<file path="src/rtl/led_cmd_pkg.sv">
`default_nettype none
// +----------------------------------------------------------------------+
// | Package     : led_cmd_pkg                                            |
// | Description : Command codes and shared defaults used by the button   |
// |               command encoder and the LED controller.                |
// | Contents    : cmd_e              - 2-bit LED command encoding        |
// |               DEBOUNCE_CYCLES_DEFAULT - 10 ms at 27 MHz              |
// |               NUM_BUTTONS        - number of front-panel buttons     |
// |               btn_to_cmd()       - button index to command code      |
// | Revision    : 1.0 - initial release                                  |
// +----------------------------------------------------------------------+
package led_cmd_pkg;

   typedef enum logic [1:0] {
      CMD_ON    = 2'd0,
      CMD_OFF   = 2'd1,
      CMD_BLINK = 2'd2,
      CMD_SHIFT = 2'd3
   } cmd_e;

   localparam int DEBOUNCE_CYCLES_DEFAULT = 270_000;
   localparam int NUM_BUTTONS             = 4;

   // Button i is wired to command code i.
   function automatic cmd_e btn_to_cmd(input logic [1:0] idx);
      return cmd_e'(idx);
   endfunction

endpackage
`default_nettype wire

</file>
<file path="src/rtl/button_debounce.sv">
`default_nettype none
// +----------------------------------------------------------------------+
// | Module      : button_debounce                                        |
// | Description : 2-flop synchronizer, counter debouncer and press-edge  |
// |               detector for one active-low push button.               |
// | Ports       : clk      - clock, rising edge                          |
// |               rst      - synchronous active-high reset               |
// |               btn_n_i  - raw asynchronous button, 0 = pressed        |
// |               level_o  - debounced level, 1 = pressed                |
// |               press_o  - one-cycle pulse on released->pressed        |
// | Revision    : 1.0 - initial release                                  |
// +----------------------------------------------------------------------+
module button_debounce
   import led_cmd_pkg::*;
#(
   parameter int DEBOUNCE_CYCLES = DEBOUNCE_CYCLES_DEFAULT
) (
   input  logic clk,
   input  logic rst,
   input  logic btn_n_i,
   output logic level_o,
   output logic press_o
);

   localparam int               CNT_W    = $clog2(DEBOUNCE_CYCLES) + 1;
   localparam logic [CNT_W-1:0] CNT_LAST = CNT_W'(DEBOUNCE_CYCLES - 1);

   logic             sync1_q;
   logic             sync2_q;
   logic             level_q;
   logic             level_d;
   logic [CNT_W-1:0] cnt_q;
   logic [CNT_W-1:0] cnt_d;
   logic             press_q;
   logic             press_d;
   logic             pressed_w;

   // Synchronizer flops idle at 1 (released) so a button held through
   // reset is seen as a fresh press that must be debounced again.
   assign pressed_w = ~sync2_q;

   always_comb begin
      level_d = level_q;
      cnt_d   = cnt_q;
      press_d = 1'b0;
      if (pressed_w == level_q) begin
         cnt_d = '0;
      end else if (cnt_q == CNT_LAST) begin
         // Input has differed for DEBOUNCE_CYCLES consecutive cycles.
         level_d = pressed_w;
         cnt_d   = '0;
         press_d = pressed_w;
      end else begin
         cnt_d = cnt_q + CNT_W'(1);
      end
   end

   always_ff @(posedge clk) begin
      if (rst) begin
         sync1_q <= 1'b1;
         sync2_q <= 1'b1;
         level_q <= 1'b0;
         cnt_q   <= '0;
         press_q <= 1'b0;
      end else begin
         sync1_q <= btn_n_i;
         sync2_q <= sync1_q;
         level_q <= level_d;
         cnt_q   <= cnt_d;
         press_q <= press_d;
      end
   end

   assign level_o = level_q;
   assign press_o = press_q;

endmodule
`default_nettype wire

</file>
<file path="src/rtl/button_cmd_encoder.sv">
`default_nettype none
// +----------------------------------------------------------------------+
// | Module      : button_cmd_encoder                                     |
// | Description : Debounces four active-low buttons, turns each press    |
// |               into an LED command and queues it in a small FIFO with |
// |               a valid/ready output and a sticky overflow flag.       |
// | Ports       : clk       - clock, rising edge                         |
// |               rst       - synchronous active-high reset              |
// |               button    - raw buttons, active-low                    |
// |               cmd_valid - FIFO not empty                             |
// |               cmd_ready - consumer accepts cmd_code                  |
// |               cmd_code  - FIFO head (0=ON 1=OFF 2=BLINK 3=SHIFT)     |
// |               btn_state - debounced levels, 1 = pressed              |
// |               overflow  - sticky: a press was dropped on a full FIFO |
// | Revision    : 1.0 - initial release                                  |
// +----------------------------------------------------------------------+
module button_cmd_encoder
   import led_cmd_pkg::*;
#(
   parameter int DEBOUNCE_CYCLES = DEBOUNCE_CYCLES_DEFAULT,
   parameter int FIFO_DEPTH      = 4
) (
   input  logic       clk,
   input  logic       rst,
   input  logic [3:0] button,
   output logic       cmd_valid,
   input  logic       cmd_ready,
   output logic [1:0] cmd_code,
   output logic [3:0] btn_state,
   output logic       overflow
);

   localparam int               PTR_W    = $clog2(FIFO_DEPTH);
   localparam int               OCC_W    = $clog2(FIFO_DEPTH) + 1;
   localparam logic [OCC_W-1:0] OCC_FULL = OCC_W'(FIFO_DEPTH);

   logic [NUM_BUTTONS-1:0] press_w;

   logic                   push_d;
   logic                   push_q;
   cmd_e                   push_code_d;
   cmd_e                   push_code_q;

   cmd_e                   mem_q [FIFO_DEPTH];
   logic [PTR_W-1:0]       wr_ptr_q;
   logic [PTR_W-1:0]       wr_ptr_d;
   logic [PTR_W-1:0]       rd_ptr_q;
   logic [PTR_W-1:0]       rd_ptr_d;
   logic [OCC_W-1:0]       occ_q;
   logic [OCC_W-1:0]       occ_d;
   logic                   ovf_q;
   logic                   ovf_d;

   logic                   full_w;
   logic                   pop_w;
   logic                   wr_en_w;

   genvar gi;
   generate
      for (gi = 0; gi < NUM_BUTTONS; gi++) begin : g_btn
         button_debounce #(
            .DEBOUNCE_CYCLES (DEBOUNCE_CYCLES)
         ) u_debounce (
            .clk     (clk),
            .rst     (rst),
            .btn_n_i (button[gi]),
            .level_o (btn_state[gi]),
            .press_o (press_w[gi])
         );
      end
   endgenerate

   // Lowest-index press wins; the others in the same cycle are discarded
   // silently (they are not overflow events).
   always_comb begin
      push_d      = 1'b0;
      push_code_d = CMD_ON;
      for (int i = NUM_BUTTONS - 1; i >= 0; i--) begin
         if (press_w[i]) begin
            push_d      = 1'b1;
            push_code_d = btn_to_cmd(2'(i));
         end
      end
   end

   assign full_w    = (occ_q == OCC_FULL);
   assign cmd_valid = (occ_q != '0);
   assign pop_w     = cmd_valid & cmd_ready;
   // A pop in the same cycle frees the slot, so full only blocks a lone push.
   assign wr_en_w   = push_q & (~full_w | pop_w);

   always_comb begin
      wr_ptr_d = wr_ptr_q;
      rd_ptr_d = rd_ptr_q;
      occ_d    = occ_q;
      ovf_d    = ovf_q;
      if (wr_en_w) begin
         wr_ptr_d = wr_ptr_q + PTR_W'(1);
      end
      if (pop_w) begin
         rd_ptr_d = rd_ptr_q + PTR_W'(1);
      end
      if (wr_en_w && !pop_w) begin
         occ_d = occ_q + OCC_W'(1);
      end else if (!wr_en_w && pop_w) begin
         occ_d = occ_q - OCC_W'(1);
      end
      if (push_q && !wr_en_w) begin
         ovf_d = 1'b1;
      end
   end

   always_ff @(posedge clk) begin
      if (rst) begin
         push_q      <= 1'b0;
         push_code_q <= CMD_ON;
         wr_ptr_q    <= '0;
         rd_ptr_q    <= '0;
         occ_q       <= '0;
         ovf_q       <= 1'b0;
      end else begin
         push_q      <= push_d;
         push_code_q <= push_code_d;
         wr_ptr_q    <= wr_ptr_d;
         rd_ptr_q    <= rd_ptr_d;
         occ_q       <= occ_d;
         ovf_q       <= ovf_d;
      end
   end

   // Storage needs no reset: entries are only visible while occupancy > 0.
   always_ff @(posedge clk) begin
      if (wr_en_w) begin
         mem_q[wr_ptr_q] <= push_code_q;
      end
   end

   assign cmd_code = cmd_valid ? mem_q[rd_ptr_q] : CMD_ON;
   assign overflow = ovf_q;

endmodule
`default_nettype wire

</file>
<file path="config.mk">
export PLATFORM = sky130hd
export DESIGN_NAME = button_cmd_encoder
export DESIGN_NICKNAME = d
export VERILOG_FILES = /design/src/rtl/led_cmd_pkg.sv /design/src/rtl/button_debounce.sv /design/src/rtl/button_cmd_encoder.sv
export SDC_FILE = /design/constraint.sdc
export NUM_CORES = 1
export LEC_CHECK = 0
export CORE_ASPECT_RATIO = 1.75
export CORE_MARGIN = 3
export CORE_UTILIZATION = 25
export DETAILED_ROUTE_END_ITERATION = 12
export HOLD_SLACK_MARGIN = 0.08
export PLACE_DENSITY = 0.37
export SYNTH_ARGS = -nofsm -noshare
export SYNTH_HDL_FRONTEND = slang
export SYNTH_SLANG_ARGS = --single-unit
</file>
<file path="constraint.sdc">
create_clock -name clk -period 4.9 [get_ports clk]
set_input_delay 1.225 -clock clk [delete_from_list [all_inputs] [get_ports clk]]
set_output_delay 1.225 -clock clk [all_outputs]
set_load 0.01 [all_outputs]
</file>
# Yosys cells after proc, flatten, opt, wreduce, memory -nomap -nowiden
# Memory sizes are Yosys's and may differ from the RTL's. A register that Yosys moved wholly into a read port is not among the register bits.
# Index checks and enable logic that the tools add are counted.
[op_classes]
n_addsub = 8
n_mul = 0
n_div = 0
magnitude_cmp = 0
eq_ne = 9
n_shift = 0
n_mux = 14
bitwise_logic = 16
reduce_logical = 21
[op_table]
columns = ["op", "count"]
rows = [
  ["adder 20 x 1 -> 20 bit (second input constant)", 4],
  ["equality test 20 x 19 -> 1 bit (second input constant)", 4],
  ["OR reduction 3 bit", 9],
  ["NOT 1 bit", 13],
  ["2-to-1 mux 2 bit", 5],
  ["AND reduction 2 bit", 4],
  ["2-to-1 mux 1 bit", 7],
  ["2-to-1 mux 3 bit", 2],
  ["adder 2 x 1 -> 2 bit (second input constant)", 2],
  ["equality test 1 bit", 4],
  ["adder 3 x 1 -> 3 bit (second input constant)", 1],
  ["equality test 3 bit (second input constant)", 1],
  ["logical AND 1 bit", 3],
  ["nonzero test 3 bit", 1],
  ["subtractor 3 x 1 -> 3 bit (second input constant)", 1],
  ["bitwise AND 1 bit", 2],
  ["zero test 1 bit", 2],
  ["nonzero test 2 bit", 1],
  ["OR reduction 2 bit", 1],
  ["bitwise OR 1 bit", 1],
]
[totals]
reg_bits = 107
latchBits = 0
ramBits = 8
romBits = 0
input_bits = 7
elab_cells = 96
n_memories = 1
[mem_list]
columns = ["memory", "depth", "word_bits", "read_ports", "rd_ports_with_merged_regs", "write_ports", "line", "text"]
rows = [
  ["mem_q", 4, 2, 1, 1, 1, "button_cmd_encoder.sv:44", "cmd_e mem_q [FIFO_DEPTH];"],
]

# Longest topological paths before layout
[logic_depth]
depth_word = 8
mapped_depth = 9
depth_no_buf = 8

# Cells and area by module
# From an unflattened synthesis, not the netlist that was laid out.
[hier_totals]
hier_cells = 533
hier_area_um2 = 5082.4
[by_module_without_submodules]
columns = ["module", "instances", "cells_per_inst", "area_each_um2"]
rows = [
  ["button_debounce", 4, 115, 1043.5],
  ["button_cmd_encoder", 1, 73, 908.4],
]

# Worst setup path after synthesis
# Ideal clock, no wire load.
[synth_timing]
path_type = "input port to flip-flop"
from = "in cmd_ready"
to = "reg occ_q[2]"
setup_ns = 0.071
t_arrival_ns = 2.774
required_time_ns = 4.829
path_slack_ns = 2.055
stages = 9
n_path_buf = 1
cell_sequence = "nor4b_1 > nor2b_1 > clkbuf_1 > ha_1 > inv_1 > fa_1 > xor2_1 > or3_1 > a21oi_1"
[synth_between]
elab_chain_cells = 6
[synth_rtl]
columns = ["item", "line", "text"]
rows = [
  ["start, declared", "button_cmd_encoder.sv:27", "input logic cmd_ready,"],
  ["bitwise AND 1 bit *", "button_cmd_encoder.sv:88", "assign pop_w = cmd_valid & cmd_ready;"],
  ["bitwise OR 1 bit *", "button_cmd_encoder.sv:90", "assign wr_en_w = push_q & (~full_w | pop_w);"],
  ["bitwise AND 1 bit *", "button_cmd_encoder.sv:90", ""],
  ["net wr_en_w", "button_cmd_encoder.sv:56", "logic wr_en_w;"],
  ["zero test 1 bit", "button_cmd_encoder.sv:105", "end else if (!wr_en_w && pop_w) begin"],
  ["logical AND 1 bit", "button_cmd_encoder.sv:105", ""],
  ["nonzero test 2 bit (no source line)", "n/a", ""],
  ["end signal, assigned", "button_cmd_encoder.sv:119", "occ_q <= '0;"],
  ["end signal, assigned", "button_cmd_encoder.sv:126", "occ_q <= occ_d;"],
  ["end, declared", "button_cmd_encoder.sv:49", "logic [OCC_W-1:0] occ_q;"],
]
# Mark *: on every way through the listed nets, which the timed path passes. The rest lies on a longest branch.
# A chain may end at the register's enable or synchronous reset.

# Final worst setup path
[layout_timing]
from = "in cmd_ready"
to = "reg occ_q[2]"
[layout_between]
elab_chain_cells = 6
[layout_rtl]
columns = ["item", "line"]
rows = [
  ["bitwise AND 1 bit *", "button_cmd_encoder.sv:88"],
  ["bitwise OR 1 bit", "button_cmd_encoder.sv:90"],
  ["bitwise AND 1 bit", "button_cmd_encoder.sv:90"],
  ["zero test 1 bit", "button_cmd_encoder.sv:105"],
  ["logical AND 1 bit", "button_cmd_encoder.sv:105"],
  ["nonzero test 2 bit (no source line)", "n/a"],
]
# Mark *: on every way between the ends. The rest lies on a longest branch, timed or not.

==> metrics.cfg <==
[pwr]
power.density_nw_per_um2 = 421
vdd.ir_drop.worst_mv = 0.251
leakage_nw = 1.94

[final_layout]
fillers = 2105
nets = 563
final_util = 0.305
instances_no_fill = 804
areaGrowthSynthToFinish_pct = 20.0
drive_above_1_share = 0.0841
antenna_cells = 0

[logic_synthesis]
yosys_register_bits = 117
synth_flop_cell = dfxtp_1
synth_area_um2 = 5020
yosysUniqueCellTypes = 40
syn_inst = 535
synth_edf_count = 8
ys_seq_area_frac = 0.483
syn_area_per_cell_um2 = 9.38
synth_most_common_cell = dfxtp_1
synth_largest_area_cell = dfxtp_1
yosysWarnings = 0
synth.net_count = 552
synth_top_cells_by_count = dfxtp_1, nor2_1, xor2_1
synth.top_cell.area_share = 0.435
synth-async-reset-ratio = 0
synth.top_cells.by_area = dfxtp_1, xor2_1, nor2_1

[status]
status = finished clean

[critical_path]
start_kind = input pin
path_buf_inv = 2
arrival_ps = 3510
cp_cell_sequence = clkdlybuf4s50_1 -> nor4b_1 -> nor2b_1 -> ha_1 -> inv_1 -> fa_1 -> xor2_1 -> or3_1 -> a21oi_1
crit_type = input pin to flip-flop
cp_max_fo = 7
critPathRequiredTime_ps = 5240
crit_family = simple AND/OR/NAND/NOR gates
crit_slowest_cell = clkdlybuf4s50_1
cpPeakStageDelay_ps = 500
critPathCaptureType = flip-flop

[place]
gp_congestion = 0.696
hpwl_mm = 7.26
dpl_worst_slack_ps = 1280
dp.cells = 772
port_buffers = 14

[clock_network]
clock-root-buffer = clkbuf_16
htree_levels = 4
clock_sinks = 117
clock_latency_ps = 420
ctsResizeCount = 0
holdBufCountCts = 0
post-cts-setup-buffers = 0
cts_tree = yes
numCtsBuffers = 17
clockBufferDepth = 2
clkTransAtPathRegs_ps = 60

[die]
dieArea_um2 = 21900
io_pins = 15
rows = 68
die_h_um = 193
start_util = 0.254
die_x_um = 113
fp.coreArea_um2 = 19700

[timing]
max_freq_mhz = 316
setup_violations = 0
period_share = 0.646
finalCriticalPeriod_ps = 3170
hold_violations = 0
whs_ps = 412
slew_viol_final = 0
fin_skew_ps = 6.52
rsz0062_at_grt = no
worst_slack_ps = 1730
tns_ps = 0
relSlewSlack = 0.276
worstMarginPinSlew_ps = 1080

[route]
routed_via_density = 4.65
routed_wl_mm = 10.4
ant_nets = 0
firstDrtPassIters = 4
drtIter0Drc = 111
route.detailed.drc = 0
via_count = 3736
wire_per_inst_um = 12.9

[global_route]
antenna_found_initial = 0
grt_max_degree = 32
grt_use_total = 0.103
grt_overflow = 0
grt_pass1_vias = 3715
grt_first_pass_wirelength_mm = 17.8

[hold_path]
hp-class = flip-flop to flip-flop

[run]
maxCapViolCount = 0

-- sequential cells by signal, indices dropped and copies added (netlist names), named ones only --
signal and cells:
g_btn.u_debounce.cnt_q 80, g_btn.u_debounce.level_o 4, g_btn.u_debounce.press_o 4, g_btn.u_debounce.sync1_q 4, g_btn.u_debounce.sync2_q 4, mem_q 8
occ_q 3, overflow 1, push_code_q 2, push_q 1, rd_ptr_q 2, wr_ptr_q 2
-- final cells by class --
| class | instances | area (µm²) | share of cell area |
|---|---|---|---|
| Multi-Input combinational cell | 382 | 2440 | 0.404 |
| Sequential cell | 117 | 2420 | 0.402 |
| Clock buffer | 19 | 433 | 0.0719 |
| Tap cell | 245 | 307 | 0.0509 |
| Clock inverter | 13 | 229 | 0.0380 |
| Timing Repair Buffer | 15 | 148 | 0.0245 |
| Inverter | 13 | 48.8 | 0.00810 |
-- power by group --
group          internal (mW)  switching (mW)  leakage [nW]
combinational         0.0703          0.0636         0.665
clock                  0.953           0.450         0.323
sequential             0.981          0.0174         0.956
total                   2.00           0.531          1.94
-- metrics by stage --
| stage | cell area (µm²) | total power [mW] |
|---|---|---|
| global route | 6020 | 2.64 |
| floorplan | 5020 | 1.10 |
| detailed placement | 5360 | 1.16 |
| CTS | 6020 | 2.58 |
| finish | 6020 | 2.53 |
| global placement | 5360 | 1.15 |
-- metal layers --
metal	track usage	wire [µm]	up-vias
li1	-	-	1904
met1	0.104	4270	1781
met2	0.184	5540	37
met3	0.0366	353	14
met4	0.0495	221	0
met5	0	0	-
-- path summary, 6_finish.rpt --
| kind | cells past startpoint | slack [ps] | to | start |
|---|---|---|---|---|
| setup reg to reg | 8 | 2630 | occ_q[2] | occ_q[0] |
| hold / removal | 1 | 410 | g_btn[3].u_debounce.sync2_q | g_btn[3].u_debounce.sync1_q |
| hold reg to reg | 1 | 410 | g_btn[3].u_debounce.sync2_q | g_btn[3].u_debounce.sync1_q |
| setup / recovery | 9 | 1730 | occ_q[2] | cmd_ready |
-- cells by family (layout without fill, tap and decap cells) --
logic type | after synthesis | after routing | synth area share
xor gates and xnor gates | 62 | 62 | 0.108
buffers and inverters | 36 | 60 | 0.0322
DFF | 117 | 117 | 0.483
muxes | 4 | 4 | 0.0130
and+or+nand+nor | 253 | 253 | 0.274
AOI/OAI and AO/OA | 53 | 53 | 0.0633
adders and majority gates | 10 | 10 | 0.0264
-- cell usage in the layout, fill, tap and decap left out, types with 3 or more instances in the layout --
cell / count
o21ai_0: 16
and3_1: 10
clkinv_4: 3
nand2_1: 23
clkdlybuf4s50_1: 14
dfxtp_1: 109
nor3_1: 7
clkbuf_16: 17
nor4bb_1: 4
or2_2: 9
or3_1: 17
nor4_1: 12
xor2_1: 37
a21oi_1: 26
nor2_1: 78
xnor2_1: 25
and4_1: 13
a311oi_1: 3
bufinv_16: 6
nand4_1: 25
nand2b_1: 5
inv_1: 13
edfxtp_1: 8
and2_1: 12
or4_1: 5
nand3_1: 25
o31ai_1: 3
ha_1: 9
(Power assumes the default switching activity.)
